<file path="src/rtl/seg_capture_pkg.sv">
// Shared constants for the seven-segment capture block: segment patterns
// (active-low, bit order gfedcba) and the handshake FSM state encoding.
package seg_capture_pkg;

    localparam logic [6:0] SEG_HEX [16] = '{
        7'b1000000,  // 0
        7'b1111001,  // 1
        7'b0100100,  // 2
        7'b0110000,  // 3
        7'b0011001,  // 4
        7'b0010010,  // 5
        7'b0000010,  // 6
        7'b1111000,  // 7
        7'b0000000,  // 8
        7'b0011000,  // 9
        7'b0001000,  // A
        7'b0000011,  // b
        7'b1000110,  // C
        7'b0100001,  // d
        7'b0000110,  // E
        7'b0001110   // F
    };

    localparam logic [6:0] SEG_BLANK = 7'b1111111;

    localparam logic [0:0] ST_IDLE  = 1'b0;
    localparam logic [0:0] ST_OFFER = 1'b1;

endpackage

</file>
<file path="src/rtl/seg_capture_seven2hex.sv">
// Combinational decode of an active-low gfedcba pattern into a hex nibble,
// flagging whether the pattern is a legal digit or the all-off blank.
module seven2hex
    import seg_capture_pkg::*;
(
    input  logic [6:0] seg_n,
    output logic [3:0] nibble,
    output logic       legal,
    output logic       blank
);

    always_comb begin
        nibble = 4'h0;
        legal  = 1'b0;
        for (int i = 0; i < 16; i++) begin
            if (seg_n == SEG_HEX[i]) begin
                nibble = 4'(i);
                legal  = 1'b1;
            end
        end
        blank = (seg_n == SEG_BLANK);
    end

endmodule

</file>
<file path="src/rtl/seg_capture.sv">
// Observes a multiplexed seven-segment display, debounces each digit over
// several sample strobes and offers completed hex snapshots over valid/ready.
module seg_capture
    import seg_capture_pkg::*;
#(
    parameter int DIGITS = 4,
    parameter int DIV    = 16,
    parameter int STABLE = 3
) (
    input  logic                  clk,
    input  logic                  reset,
    input  logic [6:0]            seg_n,
    input  logic [DIGITS-1:0]     an_n,
    output logic [4*DIGITS-1:0]   value,
    output logic [DIGITS-1:0]     digit_ok,
    output logic                  bad_pattern,
    output logic                  out_valid,
    input  logic                  out_ready,
    output logic [4*DIGITS-1:0]   out_data
);

    localparam int PRE_W = (DIV > 1) ? $clog2(DIV) : 1;
    localparam int IDX_W = (DIGITS > 1) ? $clog2(DIGITS) : 1;
    localparam int CNT_W = $clog2(STABLE + 1);

    localparam logic [PRE_W-1:0] PRE_LAST = PRE_W'(DIV - 1);
    localparam logic [CNT_W-1:0] CNT_MAX  = CNT_W'(STABLE);
    localparam logic [CNT_W-1:0] CNT_ONE  = CNT_W'(1);

    logic [PRE_W-1:0]    pre_q, pre_d;
    logic                strobe;

    int                  low_cnt;
    logic                usable;
    logic [IDX_W-1:0]    an_idx;

    logic [6:0]          pat_q, pat_d;
    logic [IDX_W-1:0]    idx_q, idx_d;
    logic [CNT_W-1:0]    cnt_q, cnt_d;
    logic                accept;

    logic [3:0]          dec_nibble;
    logic                dec_legal;
    logic                dec_blank;

    logic [4*DIGITS-1:0] value_q, value_d;
    logic [DIGITS-1:0]   ok_q, ok_d;
    logic                bad_q, bad_d;

    logic [0:0]          state_q, state_d;
    logic [4*DIGITS-1:0] out_data_q, out_data_d;
    logic [4*DIGITS-1:0] last_q, last_d;
    logic                last_valid_q, last_valid_d;

    seven2hex u_dec (
        .seg_n  (seg_n),
        .nibble (dec_nibble),
        .legal  (dec_legal),
        .blank  (dec_blank)
    );

    always_comb begin
        pre_d  = (pre_q == PRE_LAST) ? '0 : pre_q + PRE_W'(1);
        strobe = (pre_q == PRE_LAST);
    end

    always_comb begin
        low_cnt = 0;
        an_idx  = '0;
        for (int i = 0; i < DIGITS; i++) begin
            if (!an_n[i]) begin
                low_cnt = low_cnt + 1;
                an_idx  = IDX_W'(i);
            end
        end
        usable = (low_cnt == 1);
    end

    // Acceptance fires only on the transition into CNT_MAX, so a held digit
    // is reported once per stable run rather than on every strobe.
    always_comb begin
        pat_d  = pat_q;
        idx_d  = idx_q;
        cnt_d  = cnt_q;
        accept = 1'b0;
        if (strobe) begin
            if (!usable) begin
                cnt_d = '0;
            end else if (seg_n == pat_q && an_idx == idx_q) begin
                if (cnt_q != CNT_MAX) begin
                    cnt_d  = cnt_q + CNT_ONE;
                    accept = (cnt_d == CNT_MAX);
                end
            end else begin
                pat_d  = seg_n;
                idx_d  = an_idx;
                cnt_d  = CNT_ONE;
                accept = (CNT_ONE == CNT_MAX);
            end
        end
    end

    always_comb begin
        value_d = value_q;
        ok_d    = ok_q;
        bad_d   = 1'b0;
        if (accept) begin
            if (dec_legal) begin
                value_d[{an_idx, 2'b00} +: 4] = dec_nibble;
                ok_d[an_idx]                  = 1'b1;
            end else begin
                ok_d[an_idx] = 1'b0;
                bad_d        = !dec_blank;
            end
        end
    end

    // A snapshot is offered only when it differs from what was last taken,
    // except right after reset when nothing has been delivered yet.
    always_comb begin
        state_d      = state_q;
        out_data_d   = out_data_q;
        last_d       = last_q;
        last_valid_d = last_valid_q;
        case (state_q)
            ST_IDLE: begin
                if (&ok_q && (!last_valid_q || value_q != last_q)) begin
                    state_d    = ST_OFFER;
                    out_data_d = value_q;
                end
            end
            ST_OFFER: begin
                if (out_ready) begin
                    last_d       = out_data_q;
                    last_valid_d = 1'b1;
                    state_d      = ST_IDLE;
                end
            end
            default: state_d = ST_IDLE;
        endcase
    end

    always_ff @(posedge clk) begin
        if (reset) begin
            pre_q        <= '0;
            pat_q        <= SEG_BLANK;
            idx_q        <= '0;
            cnt_q        <= '0;
            value_q      <= '0;
            ok_q         <= '0;
            bad_q        <= 1'b0;
            state_q      <= ST_IDLE;
            out_data_q   <= '0;
            last_q       <= '0;
            last_valid_q <= 1'b0;
        end else begin
            pre_q        <= pre_d;
            pat_q        <= pat_d;
            idx_q        <= idx_d;
            cnt_q        <= cnt_d;
            value_q      <= value_d;
            ok_q         <= ok_d;
            bad_q        <= bad_d;
            state_q      <= state_d;
            out_data_q   <= out_data_d;
            last_q       <= last_d;
            last_valid_q <= last_valid_d;
        end
    end

    assign value       = value_q;
    assign digit_ok    = ok_q;
    assign bad_pattern = bad_q;
    assign out_valid   = (state_q == ST_OFFER);
    assign out_data    = out_data_q;

endmodule

</file>
<file path="config.mk">
export PLATFORM = sky130hd
export DESIGN_NAME = seg_capture
export DESIGN_NICKNAME = d
export VERILOG_FILES = /design/src/rtl/seg_capture_pkg.sv /design/src/rtl/seg_capture_seven2hex.sv /design/src/rtl/seg_capture.sv
export SDC_FILE = /design/constraint.sdc
export NUM_CORES = 1
export LEC_CHECK = 0
export BUFFER_PORTS_ARGS = -buffer_cell sky130_fd_sc_hd__buf_2
export CORE_MARGIN = 3
export CORE_UTILIZATION = 54
export DETAILED_ROUTE_END_ITERATION = 6
export GPL_TIMING_DRIVEN = 0
export PLACE_DENSITY = 0.81
export RECOVER_POWER = 100
export SETUP_SLACK_MARGIN = 0.5
export SYNTH_ARGS = -nofsm -noshare
export SYNTH_HDL_FRONTEND = slang
export SYNTH_HIERARCHICAL = 1
export SYNTH_SLANG_ARGS = --single-unit
</file>
<file path="constraint.sdc">
create_clock -name clk -period 8.6 [get_ports clk]
set_input_delay 1.29 -clock clk [delete_from_list [all_inputs] [get_ports clk]]
set_output_delay 1.29 -clock clk [all_outputs]
set_load 0.01 [all_outputs]
</file>
# After elaboration in Yosys (flattened, before gate mapping)
# Index checks and enable logic that the tools add are counted.
totals:
  regBits: 70
  output_inout_bits: 38
  wordCells: 118
op_classes:
  addsub: 6
  n_lt_le_gt_ge: 2
  eq_ne: 24
  shift: 2
  n_mux: 52
  bitwise_logic: 6
  reduce_logical: 15
op_table:
  columns: ["cell", "count"]
  rows:
  - ["32-bit by 2-bit adder with 32-bit output (second input constant)", 3]
  - ["32-bit two-way mux", 3]
  - ["4-bit two-way mux", 9]
  - ["7-bit == test (second input constant)", 5]
  - ["32-bit by 2-bit == test with 1-bit output (second input constant)", 1]
  - ["1-bit two-way mux", 26]
  - ["7-bit by 5-bit == test with 1-bit output (second input constant)", 3]
  - ["7-bit by 6-bit == test with 1-bit output (second input constant)", 3]
  - ["16-bit bitwise mux", 1]
  - ["16-bit inequality test", 1]
  - ["4-bit by 6-bit variable shift with 16-bit output (first input constant)", 1]
  - ["4-bit by 6-bit indexed part select with 16-bit output", 1]
  - ["7-bit by 2-bit == test with 1-bit output (second input constant)", 2]
  - ["7-bit by 4-bit == test with 1-bit output (second input constant)", 2]
  - ["2-bit two-way mux", 7]
  - ["3-bit two-way mux", 4]
  - ["2-bit AND reduction", 4]
  - ["7-bit by 3-bit == test with 1-bit output (second input constant)", 1]
  - ["7-bit == test", 1]
  - ["7-bit logical NOT", 1]
  - ["4-bit negation with 6-bit output", 1]
  - ["4-bit by 1-bit adder with 4-bit output (second input constant)", 1]
  - ["4-bit bitwise AND", 1]
  - ["4-bit == test (second input constant)", 1]
  - ["other kinds (19)", 24]

# Logic depth before layout (Yosys ltp)
depth:
  depth_word: 18
  depth_mapped: 11

# Hierarchy
# The synthesis kept the hierarchy.
by_module_without_submodules:
  columns: ["mod", "n_inst", "cells_each", "area_per_inst_um2"]
  rows:
  - ["seg_capture", 1, 425, 3644.7]
  - ["seven2hex", 1, 57, 435.4]

# Worst setup path after synthesis
# No wires, ideal clock.
synth_path:
  path_kind: "in2reg"
  startpoint: "input port an_n[0]"
  endpoint: "register cnt_q[1]"
  setup_ns: 0.070
  arrival_ns: 3.612
  required_ns: 8.530
  slack_ns: 4.918
  cell_stages: 10
  path_cell_list: "inv_1 ha_1 xnor2_1 ha_1 or4b_1 a2bb2oi_1 and2_1 buf_6 or4_1 a21oi_1"
synth_between:
  elab_chain_len: 10
  elab_cells_between_ends: 11
  cone_classes: "add/sub (3); eq/ne (2); mux (5); reduce/logical (1)"
synth_rtl:
  columns: ["item", "line", "source"]
  rows:
  - ["from (decl)", "seg_capture.sv:13", "input logic [DIGITS-1:0] an_n,"]
  - ["1-bit two-way mux (*)", "seg_capture.sv:71", "if (!an_n[i]) begin"]
  - ["32-bit by 2-bit adder with 32-bit output", "seg_capture.sv:72", "low_cnt = low_cnt + 1;"]
  - ["32-bit two-way mux (*)", "seg_capture.sv:71", null]
  - ["32-bit by 2-bit adder with 32-bit output", "seg_capture.sv:72", null]
  - ["32-bit two-way mux (*)", "seg_capture.sv:71", null]
  - ["32-bit by 2-bit adder with 32-bit output", "seg_capture.sv:72", null]
  - ["32-bit two-way mux (*)", "seg_capture.sv:71", null]
  - ["32-bit by 2-bit == test with 1-bit output (*)", "seg_capture.sv:76", "usable = (low_cnt == 1);"]
  - ["3-bit by 2-bit inequality test with 1-bit output (no source line)", null, null]
  - ["2-bit AND reduction (no source line)", null, null]
  - ["to (signal assigned)", "seg_capture.sv:160", "cnt_q <= cnt_d;"]
  - ["to (decl)", "seg_capture.sv:39", "logic [CNT_W-1:0] cnt_q, cnt_d;"]
# Mark *: on every way between the ends. The rest lies on a longest branch, timed or not.
# A chain may end at the register's enable or synchronous reset.

# Worst setup path after layout
layout_path:
  startpoint: "input port an_n[1]"
  endpoint: "register value_q[12] (netlist: value[12])"
layout_between:
  elab_chain_len: 9
  elab_cells_between_ends: 19
  cone_classes: "add/sub (3); eq/ne (2); shift (2); mux (10); reduce/logical (2)"
layout_rtl:
  columns: ["item", "line", "source"]
  rows:
  - ["32-bit two-way mux or 1-bit two-way mux (tied branches)", "seg_capture.sv:71", null]
  - ["32-bit by 2-bit adder with 32-bit output or 2-bit two-way mux (tied branches)", "seg_capture.sv:72, seg_capture.sv:71", null]
  - ["32-bit two-way mux or 2-bit two-way mux (tied branches)", "seg_capture.sv:71", null]
  - ["32-bit by 2-bit adder with 32-bit output or 2-bit == test (tied branches)", "seg_capture.sv:72, seg_capture.sv:89", null]
  - ["32-bit two-way mux or 1-bit logical AND (tied branches)", "seg_capture.sv:71, seg_capture.sv:89", null]
  - ["32-bit by 2-bit == test with 1-bit output or 1-bit two-way mux (tied branches)", "seg_capture.sv:76, seg_capture.sv:89", null]
  - ["1-bit two-way mux", "seg_capture.sv:87", "if (!usable) begin"]
  - ["1-bit two-way mux", "seg_capture.sv:86", "if (strobe) begin"]
  - ["2-bit AND reduction (no source line)", null, null]
  - ["to (signal assigned)", "seg_capture.sv:161", "value_q <= value_d;"]
  - ["to (decl)", "seg_capture.sv:46", "logic [4*DIGITS-1:0] value_q, value_d;"]
# Several ways; a longest one is shown, not always the timed one.

==> results by group <==
Global routing
  • GR Util met3: 5.77%
  • Total gr overflow: 0
  • Met1 usage: 30.6%
  • M2 GR Usage: 41.2%
  • Largest net degree at the start of global routing: 14
  • Number of global-route vias before repair: 3637
  • GRT Overall Usage: 24.4%
  • Global-route wire length before repair: 17100 um
  • Busiest grt layer: met2
  • Antenna violations before repair: 0

Die
  • CORE AREA: 7290 sq um
  • Ports: 52
  • Initial Utilization: 56.0%
  • Die Area: 8640 sq um
  • Die Y: 92.9 um
  • Rows: 31
  • Width of the chip: 92.9 um

Power
  • Clk network pwr share: 38.8%
  • Logic pwr share: 9.1%
  • Peak supply drop: 0.000142 V
  • Internal power: 460 uW
  • Lkg Pwr: 0.00147 uW
  • Pwr Density: 139 nW/um^2
  • Flop pwr share: 52.0%
  • Pwr Total: 627 uW
  • NetSw: 167 uW
  • Switching Share: 26.7%

Synth
  • Post-synth top area share: 34.3%
  • Largest cells by area after synthesis: dfxtp_1, nand2_1, mux2i_1
  • EDFF count, synth: 0
  • Post-synth top cells: nand2_1, dfxtp_1, nor2_1
  • Count leader, synth: nand2_1
  • Post-Syn Area per Cell: 8.47 sq um
  • Ys async rst share: 0%
  • Yosys cell types: 61
  • Post-Syn Area: 4080 sq um
  • Synth warn: 6
  • Synth Instances: 482
  • Synthesized Nets: 510
  • Seq cells post-synth: 70
  • Post-synth top flop: dfxtp_1
  • Register area share after synthesis: 34.3%
  • Leading area contributor after synthesis: dfxtp_1

Clock network
  • CTS Root Cell: clkbuf_8
  • Clock-pin slew on the worst setup and hold paths: 0.08 ns
  • H-tree depth: 3
  • Postcts setup bufs: 0
  • Hold-fix buffers at CTS: 0
  • TritonCTS clock tree: yes
  • Sink Count: 70
  • Post-CTS Resized: 0
  • Clk_lat worst skew: 0.35 ns
  • Maximum root-to-sink buffer count: 2
  • CTS Buf Count: 9

Route
  • Drt drc: 0
  • Routed WL: 10400 um
  • Initial drt markers: 320
  • Drt wl/cell: 16.1 um
  • Vias post-DR: 3885
  • First-pass DRT Iterations: 5
  • Vias/cell: 6.01
  • Detail Route Antenna Nets: 0

STA
  • Final Setup Violations: 0
  • Worst Tran Pin Value: 1.43 ns
  • RSZ-0062 raised after global routing: no
  • Final setup TNS: 0 ns
  • Final Skew: 0.0113 ns
  • Slew Limit Fails: 0
  • Period utilisation layout: 49.5%
  • FMAX: 0.235 GHz
  • Hold Vio Cnt, Final: 0
  • Final Critical Period: 4.25 ns
  • Slew margin rel.: 3.42%

Layout
  • Diode count: 0
  • Layout cells sized above 1: 8.41%
  • Final #Nets: 570
  • Layout area overhead: 10.5%

Setup path
  • Worst-path maximum fanout: 9
  • Worst setup path class: in2reg
  • Required @ worst endpoint: 8.87 ns
  • Startpoint Class: input port
  • Critical Path End Type: flip-flop
  • Crit path DAT: 4.52 ns

Job
  • Max Cap Violations: 0

Worst hold path
  • Min-delay worst type: reg2reg

Place
  • Routability congestion estimate: 0.862
  • Port bufs: 49
  • Hpwl dp: 7670 um

Status
  • Run status: finished clean
-- worst max-delay path, cell delays in order --
cell       delay [ns]
clkbuf_1         0.11
inv_1            0.05
ha_1             0.33
xnor2_1          0.15
ha_1             0.31
or4b_1           0.51
a2bb2oi_1        0.17
and2_0           0.17
clkbuf_1         0.21
nor4_1           0.96
mux2i_1          0.27
-- path summary, 6_finish.rpt --
check | endpoint | cells past startpoint | startpoint | slack [ns]
worst max-delay path | value[12] | 11 | an_n[1] | 4.35
worst min-delay path | last_q[2] | 2 | last_q[2] | 0.47
worst max register to register | pat_q[6] | 6 | pat_q[1] | 6.00
worst min register to register | last_q[2] | 2 | last_q[2] | 0.47
-- metal layers --
metal	wire, um	share of wire (%)
met1	4410	42
met2	5030	48
met3	831	8.0
met4	146	1.4
met5	0	0
-- area by class of cell --
class,instances,area (sq um)
plain buffers,40,191
clock buffers,10,138
clock inverters,6,43.8
fillers,686,2780
inverters,9,33.8
multi-input cells,363,2380
flip-flops and latches,70,1400
well taps,99,124
repair buffers,49,196
-- metrics by stage --
step | hold WS, ns | area [sq um] | std cells | setup slack, ns | utilization, %
after global routing | 0.487 | 4510 | 646 | 4.09 | 61.9
after floorplan | 0.440 | 4080 | 482 | 4.92 | -
after global placement | 0.456 | 4450 | 630 | 4.68 | 61.0
final | 0.472 | 4510 | 646 | 4.35 | 61.9
after detailed placement | 0.461 | 4450 | 630 | 4.62 | 61.0
after CTS | 0.472 | 4630 | 646 | 4.97 | 63.5
-- cells in the final DEF, fill, tap and decap left out, drive strengths merged, types with 3 or more instances in the layout --
cell type / n
a211oi: 3
a21oi: 24
a31oi: 4
a32oi: 17
and2: 3
and3: 4
buf: 20
clkbuf: 79
clkinv: 3
dfxtp: 70
ha: 14
inv: 11
mux2i: 27
nand2: 82
nand2b: 4
nand3: 8
nand4: 25
nor2: 38
nor2b: 4
nor3: 5
nor3b: 4
nor4: 11
nor4b: 3
o21ai: 4
o311ai: 17
or4: 3
xnor2: 24
xor2: 5
-- logic make-up (layout without fill, tap and decap cells) --
logic type	after synthesis	after routing	synth area share [%]
adders and majority gates	14	14	4.29
muxes	28	28	6.90
and+or+nand+nor	210	210	27.5
DFF	70	70	34.3
AOI/OAI and AO/OA	82	82	15.0
buffers and inverters	49	114	5.70
xor gates and xnor gates	29	29	6.22
-- power by group through the flow --
stage / combinational, uW / clock (uW) / sequential (uW)
after floorplan: 43.0 / 0 / 334
after global placement: 56.9 / 0 / 334
after detailed placement: 59.5 / 0 / 334
after CTS: 59.6 / 247 / 326
after global routing: 63.4 / 260 / 326
final: 57.3 / 244 / 326
-- flip-flops by register name (all words and copies together), names as in the netlist, named ones only --
name,flops
bad_pattern,1
pat_q,7
pre_q,4
out_data,16
out_valid,1
idx_q,2
last_valid_q,1
cnt_q,2
value,16
last_q,16
No activity file was read; power rests on OpenSTA's default activity.
